<file path="src/rtl/pixel_point_sink.sv">
`default_nettype none
// ============================================================================
// Module      : pixel_point_sink
// Description : Tracks raster position from Frame/Line markers, thresholds
//               pixels into (x,y) edge points and queues them for a consumer.
// Revision    : 1.0 - initial release
// ============================================================================
module pixel_point_sink #(
    parameter int COLS   = 10,
    parameter int ROWS   = 10,
    parameter int THRESH = 128,
    parameter int DEPTH  = 8
) (
    input  logic       Clk,
    input  logic       nReset,
    input  logic [7:0] Pixel,
    input  logic       Frame,
    input  logic       Line,
    output logic [7:0] PtX,
    output logic [7:0] PtY,
    output logic       PtValid,
    input  logic       PtReady,
    output logic       FrameDone,
    output logic       Overflow,
    output logic       SyncErr
);

    localparam int          AW         = $clog2(DEPTH);
    localparam logic [7:0]  C_LAST_COL = 8'(COLS - 1);
    localparam logic [7:0]  C_LAST_ROW = 8'(ROWS - 1);
    localparam logic [7:0]  C_THRESH   = 8'(THRESH);
    localparam logic [AW:0] C_DEPTH    = (AW + 1)'(DEPTH);
    localparam logic [AW:0] C_CNT_ONE  = (AW + 1)'(1);
    localparam logic [AW-1:0] C_PTR_ONE = AW'(1);

    typedef enum logic [0:0] {
        S_IDLE = 1'b0,
        S_RUN  = 1'b1
    } state_t;

    state_t r_state;
    state_t w_state_next;

    logic [7:0] r_col;
    logic [7:0] r_row;
    logic [7:0] w_col;
    logic [7:0] w_row;
    logic [7:0] w_col_next;
    logic [7:0] w_row_next;
    logic       w_active;
    logic       w_sync_err;
    logic       w_last_pix;

    logic       r_frame_done;
    logic       r_sync_err;
    logic       r_overflow;

    logic [15:0]   r_mem [DEPTH];
    logic [AW-1:0] r_wr_ptr;
    logic [AW-1:0] r_rd_ptr;
    logic [AW:0]   r_count;
    logic          w_full;
    logic          w_pop;
    logic          w_push;
    logic          w_drop;
    logic          w_qualify;

    // w_col/w_row hold the marker-corrected position of the current pixel
    always_comb begin
        w_state_next = r_state;
        w_active     = 1'b0;
        w_col        = r_col;
        w_row        = r_row;
        w_sync_err   = 1'b0;
        w_col_next   = r_col;
        w_row_next   = r_row;
        case (r_state)
            S_IDLE: begin
                if (Frame) begin
                    w_state_next = S_RUN;
                    w_active     = 1'b1;
                    w_col        = 8'd0;
                    w_row        = 8'd0;
                end
            end
            S_RUN: begin
                w_active = 1'b1;
                if (Frame) begin
                    w_col      = 8'd0;
                    w_row      = 8'd0;
                    w_sync_err = (r_col != 8'd0) || (r_row != 8'd0);
                end else if (Line) begin
                    if (r_col != 8'd0) begin
                        w_col      = 8'd0;
                        w_row      = (r_row == C_LAST_ROW) ? 8'd0 : r_row + 8'd1;
                        w_sync_err = 1'b1;
                    end else if (r_row == 8'd0) begin
                        // A frame start without Frame is a framing error
                        w_sync_err = 1'b1;
                    end
                end
            end
            default: w_state_next = S_IDLE;
        endcase

        if (w_col == C_LAST_COL) begin
            w_col_next = 8'd0;
            w_row_next = (w_row == C_LAST_ROW) ? 8'd0 : w_row + 8'd1;
        end else begin
            w_col_next = w_col + 8'd1;
            w_row_next = w_row;
        end
    end

    assign w_last_pix = w_active && (w_col == C_LAST_COL) && (w_row == C_LAST_ROW);
    assign w_qualify  = w_active && (Pixel >= C_THRESH);

    always_ff @(posedge Clk) begin
        if (nReset) begin
            r_state      <= S_IDLE;
            r_col        <= 8'd0;
            r_row        <= 8'd0;
            r_frame_done <= 1'b0;
            r_sync_err   <= 1'b0;
            r_overflow   <= 1'b0;
        end else begin
            r_state      <= w_state_next;
            r_frame_done <= w_last_pix;
            if (w_active) begin
                r_col <= w_col_next;
                r_row <= w_row_next;
            end
            if (w_sync_err) begin
                r_sync_err <= 1'b1;
            end
            if (w_drop) begin
                r_overflow <= 1'b1;
            end
        end
    end

    // Point FIFO; a pop in the same cycle frees the slot for a push when full
    assign w_full = (r_count == C_DEPTH);
    assign w_pop  = PtValid && PtReady;
    assign w_push = w_qualify && (!w_full || w_pop);
    assign w_drop = w_qualify && w_full && !w_pop;

    always_ff @(posedge Clk) begin
        if (w_push) begin
            r_mem[r_wr_ptr] <= {w_col, w_row};
        end
    end

    always_ff @(posedge Clk) begin
        if (nReset) begin
            r_wr_ptr <= '0;
            r_rd_ptr <= '0;
            r_count  <= '0;
        end else begin
            if (w_push) begin
                r_wr_ptr <= r_wr_ptr + C_PTR_ONE;
            end
            if (w_pop) begin
                r_rd_ptr <= r_rd_ptr + C_PTR_ONE;
            end
            case ({w_push, w_pop})
                2'b10:   r_count <= r_count + C_CNT_ONE;
                2'b01:   r_count <= r_count - C_CNT_ONE;
                default: r_count <= r_count;
            endcase
        end
    end

    assign PtValid   = (r_count != '0);
    assign PtX       = PtValid ? r_mem[r_rd_ptr][15:8] : 8'd0;
    assign PtY       = PtValid ? r_mem[r_rd_ptr][7:0]  : 8'd0;
    assign FrameDone = r_frame_done;
    assign Overflow  = r_overflow;
    assign SyncErr   = r_sync_err;

endmodule
`default_nettype wire

</file>
<file path="config.mk">
export PLATFORM = sky130hd
export DESIGN_NAME = pixel_point_sink
export DESIGN_NICKNAME = d
export VERILOG_FILES = /design/src/rtl/pixel_point_sink.sv
export SDC_FILE = /design/constraint.sdc
export NUM_CORES = 1
export LEC_CHECK = 0
export BUFFER_PORTS_ARGS = -buffer_cell sky130_fd_sc_hd__buf_4
export CORE_MARGIN = 5
export CORE_UTILIZATION = 55
export DETAILED_ROUTE_END_ITERATION = 12
export GPL_TIMING_DRIVEN = 1
export PLACE_DENSITY = 0.76
export SKIP_LAST_GASP = 1
export SLEW_MARGIN = 10
export SYNTH_ARGS = -nofsm -noshare
export SYNTH_HDL_FRONTEND = slang
export SYNTH_SLANG_ARGS = --single-unit
</file>
<file path="constraint.sdc">
create_clock -name Clk -period 3.2 [get_ports Clk]
set_clock_uncertainty 0.05 [all_clocks]
set_input_delay 0 -clock Clk [delete_from_list [all_inputs] [get_ports Clk]]
set_output_delay 0 -clock Clk [all_outputs]
set_load 0.01 [all_outputs]
</file>
* Yosys cells after proc, flatten, opt, wreduce, memory -nomap -nowiden *
Memory sizes are Yosys's and may differ from the RTL's. A register that Yosys moved wholly into a read port is not among the register bits.
Cells that the tools add are included.

storage, ports and cells
  memory bits (writable) = 128
  bits in registers = 30
  output and inout bits = 20
  memories kept = 1
  input bits = 13
  latch bits = 0
  ROM bits = 0
  word-level logic and storage cells = 70

operators by class
  add/subtract/negate cells = 7
  equality and inequality tests = 6
  order comparisons = 1
  reductions and logical operators = 16
  shifts and indexed selects = 0
  div/mod/pow operators = 0
  bitwise logic cells = 1
  multiplexer cells = 29
  multiply operators = 0

memory list
  memory  words  width  read ports  clocked after Yosys merged registers in  wr ports  RTL line  RTL
  r_mem   8      16     1           1                                        1         58        logic [15:0] r_mem [DEPTH];

operator list
  kind                 count
  $mux 8               14
  $pmux 8 s2           2
  $add 8x1->8 const B  3
  $eq 8x4->1 const B   3
  $reduce_bool 8->1    2
  $mux 1               9
  $ge 8x8->1 const B   1
  $logic_not 8->1      1
  $pmux 4 s2           1
  $logic_and 1x1->1    7
  $add 3x1->3 const B  2
  $mux 3               2
  $add 4x1->4 const B  1
  $eq 4x4->1 const B   1
  $reduce_bool 4->1    1
  $sub 4x1->4 const B  1
  $eq 2x1->1 const B   1
  $eq 2x2->1 const B   1
  $logic_not 1->1      2
  $logic_or 1x1->1     2
  $pmux 1 s2           1
  $reduce_bool 2->1    1
  $not 1->1            1

* Depth between registers and ports, before layout *
  word-level depth = 9
  gate-level depth with buffers = 13
  mapped depth without buffers = 13

* Worst setup path after synthesis *
OpenSTA, ideal clock, no wires.

  path type = reg-to-reg
  from = reg r_state
  to = mem r_mem[0][0] (enable)
  slack = -0.018 ns
  arrival = 2.738 ns
  cell stages (with the launch flop) = 6
  library setup time = 0.430 ns
  buffers on the path = 1
  data required time = 2.720 ns
  period minus slack after synthesis = 3.218 ns
  cell sequence = dfxtp_1 or2_2 clkbuf_1 nand2_1 or2_2 nor4_1

between the ends
  longest elaborated chain between the ends = 6

ends and longest elaborated chain
  element                           RTL line  RTL
  from (decl)                       41        state_t r_state;
  from (signal assigned)            127       r_state <= w_state_next;
  $not 1->1                         -
  $pmux 1 s2 (*)                    77        case (r_state)
  $logic_and 1x1->1 (*)             116       assign w_qualify = w_active && (Pixel >= C_THRESH);
  $logic_and 1x1->1 (*)             145       assign w_push = w_qualify && (!w_full || w_pop);
  $mux 1 (*)                        149       if (w_push) begin
  $mux 1 (not written as such) (*)  150       r_mem[r_wr_ptr] <= {w_col, w_row};
  to (decl)                         58

Mark *: on every way between the ends. The rest lies on a longest branch, timed or not.

* Worst setup path after layout *
  from = reg r_row[1]
  to = reg r_row[7]

between the ends
  longest elaborated chain between the ends = 9
  elaborated cells between the ends (all ways) = 12
  classes of those cells = add/sub: 2; eq/ne: 2; mux: 8

ends and longest elaborated chain
  element                                    RTL line  RTL
  from (decl)                                45        logic [7:0] r_row;
  from (signal assigned)                     131       r_row <= w_row_next;
  $add 8x1->8 or $eq 8x4->1 (tied branches)  95        w_row = (r_row == C_LAST_ROW) ? 8'd0 : r_row + 8'd1;
  $mux 8                                     95
  $mux 8                                     93        if (r_col != 8'd0) begin
  $mux 8                                     92        end else if (Line) begin
  $mux 8                                     88        if (Frame) begin
  $pmux 8 s2 (*)                             77
  net w_row[1]                               47        logic [7:0] w_row;
  $add 8x1->8 or $eq 8x4->1 (tied branches)  108       w_row_next = (w_row == C_LAST_ROW) ? 8'd0 : w_row + 8'd1;
  $mux 8 (*)                                 108
  $mux 8 (*)                                 106       if (w_col == C_LAST_COL) begin

Mark *: on every way through the listed nets, which the timed path passes. The rest lies on a longest branch.
A chain may end at the register's enable or synchronous reset.

==> results.json <==
{
  "timing.critical_path.to": "r_row[7]",
  "synthToLayoutAreaGrowth_pct": 16.8,
  "end_kind": "flop",
  "synth_top_cell_area_share_pct": 54.2,
  "synth_edf_count": 128,
  "outcome": "finished, final reports clean",
  "worst_pin_slew_ps": 958,
  "synth_seq_area_share_pct": 63.5,
  "async_flop_share_pct": 0,
  "clock_tree.root_cell": "clkbuf_16",
  "antenna_cells": 0,
  "critical_path_buf_inv_count": 2,
  "floorplan.initialDensity_pct": 56.2,
  "first_global_vias": 4332,
  "powerDensity_nw_per_um2": 647,
  "critical_path_class": "reg2reg",
  "synthesis.area_sq_um": 7090,
  "stages_on_the_worst_setup_path": 13,
  "timing.fmax_mhz": 355,
  "dieArea_sq_um": 15300,
  "dieWidth_microns": 124,
  "portbufs": 25,
  "irDropWorstVdd_mv": 0.623,
  "insertion_delay_ps": 420,
  "crit_path_start": "r_row[1]",
  "synth-seq-cells": 161,
  "post-synth-top-area-cell": "edfxtp_1",
  "finish.net_count": 576,
  "die_ht_microns": 124,
  "post-route-min-period_ps": 2810,
  "cts_tree": "built",
  "drc": 0,
  "worstReg2RegStart": "r_row[1]",
  "io_pins": 33,
  "cts.htree.levels": 4,
  "period_share_pct": 87.9,
  "hold_viol_final": 0,
  "top_cell_family_by_delay_on_the_critical_path": "simple AND/OR/NAND/NOR gates",
  "grt.total_usage_pct": 21.1,
  "max-cap-violations": 0,
  "netlist_instances": 496,
  "cp_slowest_cell": "a311o_2",
  "worst_path_required_ps": 3490,
  "r2r_slack_ps": 390,
  "critical_path.max_fanout": 6,
  "r2r_cells": 13,
  "via_count": 4317,
  "global_placer_s_final_weighted_congestion": 0.989,
  "synthesis.yosys.warnings": 0,
  "timing.critical_path.slowest_cell_delay_ps": 480,
  "synth_top_flop_cell": "edfxtp_1",
  "tritoncts_num_sinks": 161,
  "pin_count_of_the_biggest_net_entering_global_routing": 27,
  "synth_nets": 521,
  "vias_per_inst": 5.87,
  "clk_transition_reported_paths_ps": 60,
  "grt_remaining_overflow": 0,
  "wl_mm": 14.8,
  "post_route_cells_drive_above_1_share_pct": 23.9,
  "grt_pass1_wl_mm": 23.5,
  "floorplan.core_area_sq_um": 12600,
  "dr.first_iter.drc_count": 363,
  "firstDrtPassIters": 5,
  "cp_data_arrival_time_ps": 3100,
  "worst_slew_margin_rel_pct": 35.9,
  "final_setup_fails": 0,
  "dominant_cells_by_area_after_synthesis": "edfxtp_1 54%, mux4_2 10%, dfxtp_1 9.3%, nor2_1 2.6%, mux2i_1 2.4%",
  "cp-start-kind": "flop",
  "cts-root-to-sink-buffers": 2,
  "synth.avg_cell_area_sq_um": 14.3,
  "detail-route-antenna-nets": 0,
  "drt-wirelength-per-cell_microns": 20.1,
  "crit-reg2reg-capture": "r_row[7]",
  "place.detailed.hpwl_mm": 9.33,
  "yosysUniqueCellTypes": 60,
  "min_path_type": "in2reg",
  "num_rows": 41,
  "antenna_found_initial": 0,
  "tritoncts.num_buffers": 17,
  "total_negative_slack_for_setup_checks_ps": 0,
  "crit_chain": "inv_1 > ha_1 > and4bb_2 > nand2_1 > nand3_1 > o21ai_0 > nor2b_1 > inv_1 > ha_1 > nand3_1 > nor4b_2 > a311o_2 > a22oi_2",
  "finalPower_mw": 5.36,
  "timing.final.max_slew_violations": 0,
  "power_leakage_nw": 2.88,
  "setup_repair_after_global_routing_missed_its_margin": "no"
}
-- through the flow --
stage               hold WS [ps]  setup WS (ps)  utilization [%]  cells  cell area, sq um
floorplan                    105            379                -    496              7090
global placement             219            458             60.7    698              7660
detailed placement           227            408             60.7    698              7660
CTS                         15.3            380             65.6    736              8280
global route                53.9            235             65.6    736              8280
finish                      30.2            386             65.6    736              8280
-- metal layers --
layer	track usage (%)	routed length, microns	up-vias
met5	0	0	-
met4	6.85	193	0
met3	4.67	815	19
met2	35.1	7560	126
met1	27.6	6250	2155
li1	-	-	2017
-- where the power goes --
part	switching, mW	internal (mW)	leakage, nW
registers	0.0932	2.31	1.52
clock network	0.756	1.15	0.273
logic	0.537	0.515	1.08
total	1.39	3.98	2.88
-- sequential cells by signal (all words and copies together) (netlist names), named ones only --
signal	count
r_count	4
r_row	8
Overflow	1
r_rd_ptr	3
SyncErr	1
r_col	8
FrameDone	1
r_wr_ptr	3
r_mem	128
r_state	1
-- layout by cell type (no fill, tap or decap), types with 4 or more instances in the layout --
cell	count
a21oi_1	23
a31oi_1	7
and2_1	9
and3_1	5
buf_4	50
clkbuf_1	6
clkbuf_16	18
clkinv_2	4
dfxtp_1	32
dlygate4sd3_1	6
edfxtp_1	128
ha_1	11
inv_1	12
mux2i_1	17
mux4_2	32
nand2_1	33
nand2b_1	5
nand3_1	10
nand4_1	4
nor2_1	50
nor3_1	5
nor3_2	7
nor4_1	4
o21ai_0	13
o21ai_1	5
xor2_1	10
-- cells in the mapped netlist, drive strengths merged (4+ instances only) --
library cell / instances
clkbuf: 14
nand2b: 5
edfxtp: 128
nand2: 33
or3: 4
mux4: 32
inv: 13
nor2: 50
nand3: 10
and3: 6
xor2: 10
a21oi: 24
ha: 11
nor3: 12
nand4: 4
mux2i: 17
o21ai: 18
and2: 10
a31oi: 7
dfxtp: 33
nor4: 6
buf: 7
-- final cells by class --
type,count,area [sq um]
multi-input combinational,301,2500
fill,917,4340
sequential,161,4510
inverter,13,48.8
timing repair buffer,57,455
clock inverter,6,57.6
clock buffer,26,500
tap,172,215
-- repair_timing --
item | 4_1_cts | 5_1_grt
endpoints found under the setup margin | 0 | 0
endpoints found under the hold margin | 25 | 0
hold buffers | 6 | 0
setup buffers | 0 | 0
resized for setup | 0 | 0
-- worst min-delay path by stage --
stage                        start        to  slack [ps]  cells past startpoint
after CTS                    Frame   SyncErr          20                      3
after global placement    Pixel[7]  Overflow         220                      3
after detailed placement  Pixel[7]  Overflow         230                      3
final                        Frame   SyncErr          30                      3
after global routing         Frame   SyncErr          50                      3
after floorplan           Pixel[7]  Overflow         100                      2
-- cells by family after synthesis --
group | Yosys count | synth area share (%)
AND/OR/NAND/NOR | 156 | 11.4
buffers and inverters | 34 | 1.84
flip-flops | 161 | 63.5
multiplexers | 50 | 12.8
AO/OA/AOI/OAI | 70 | 6.64
XOR/XNOR | 13 | 1.61
adder cells (fa/ha/maj) | 12 | 2.22
-- worst reg2reg max path: cells and delay by family (launching register included) --
family          cells  cell delay [ps]
simple gates        6              870
compound gates      3              860
flops               1              430
fa+ha+maj           2              370
buf+inv             2              170
(Power assumes the default switching activity.)
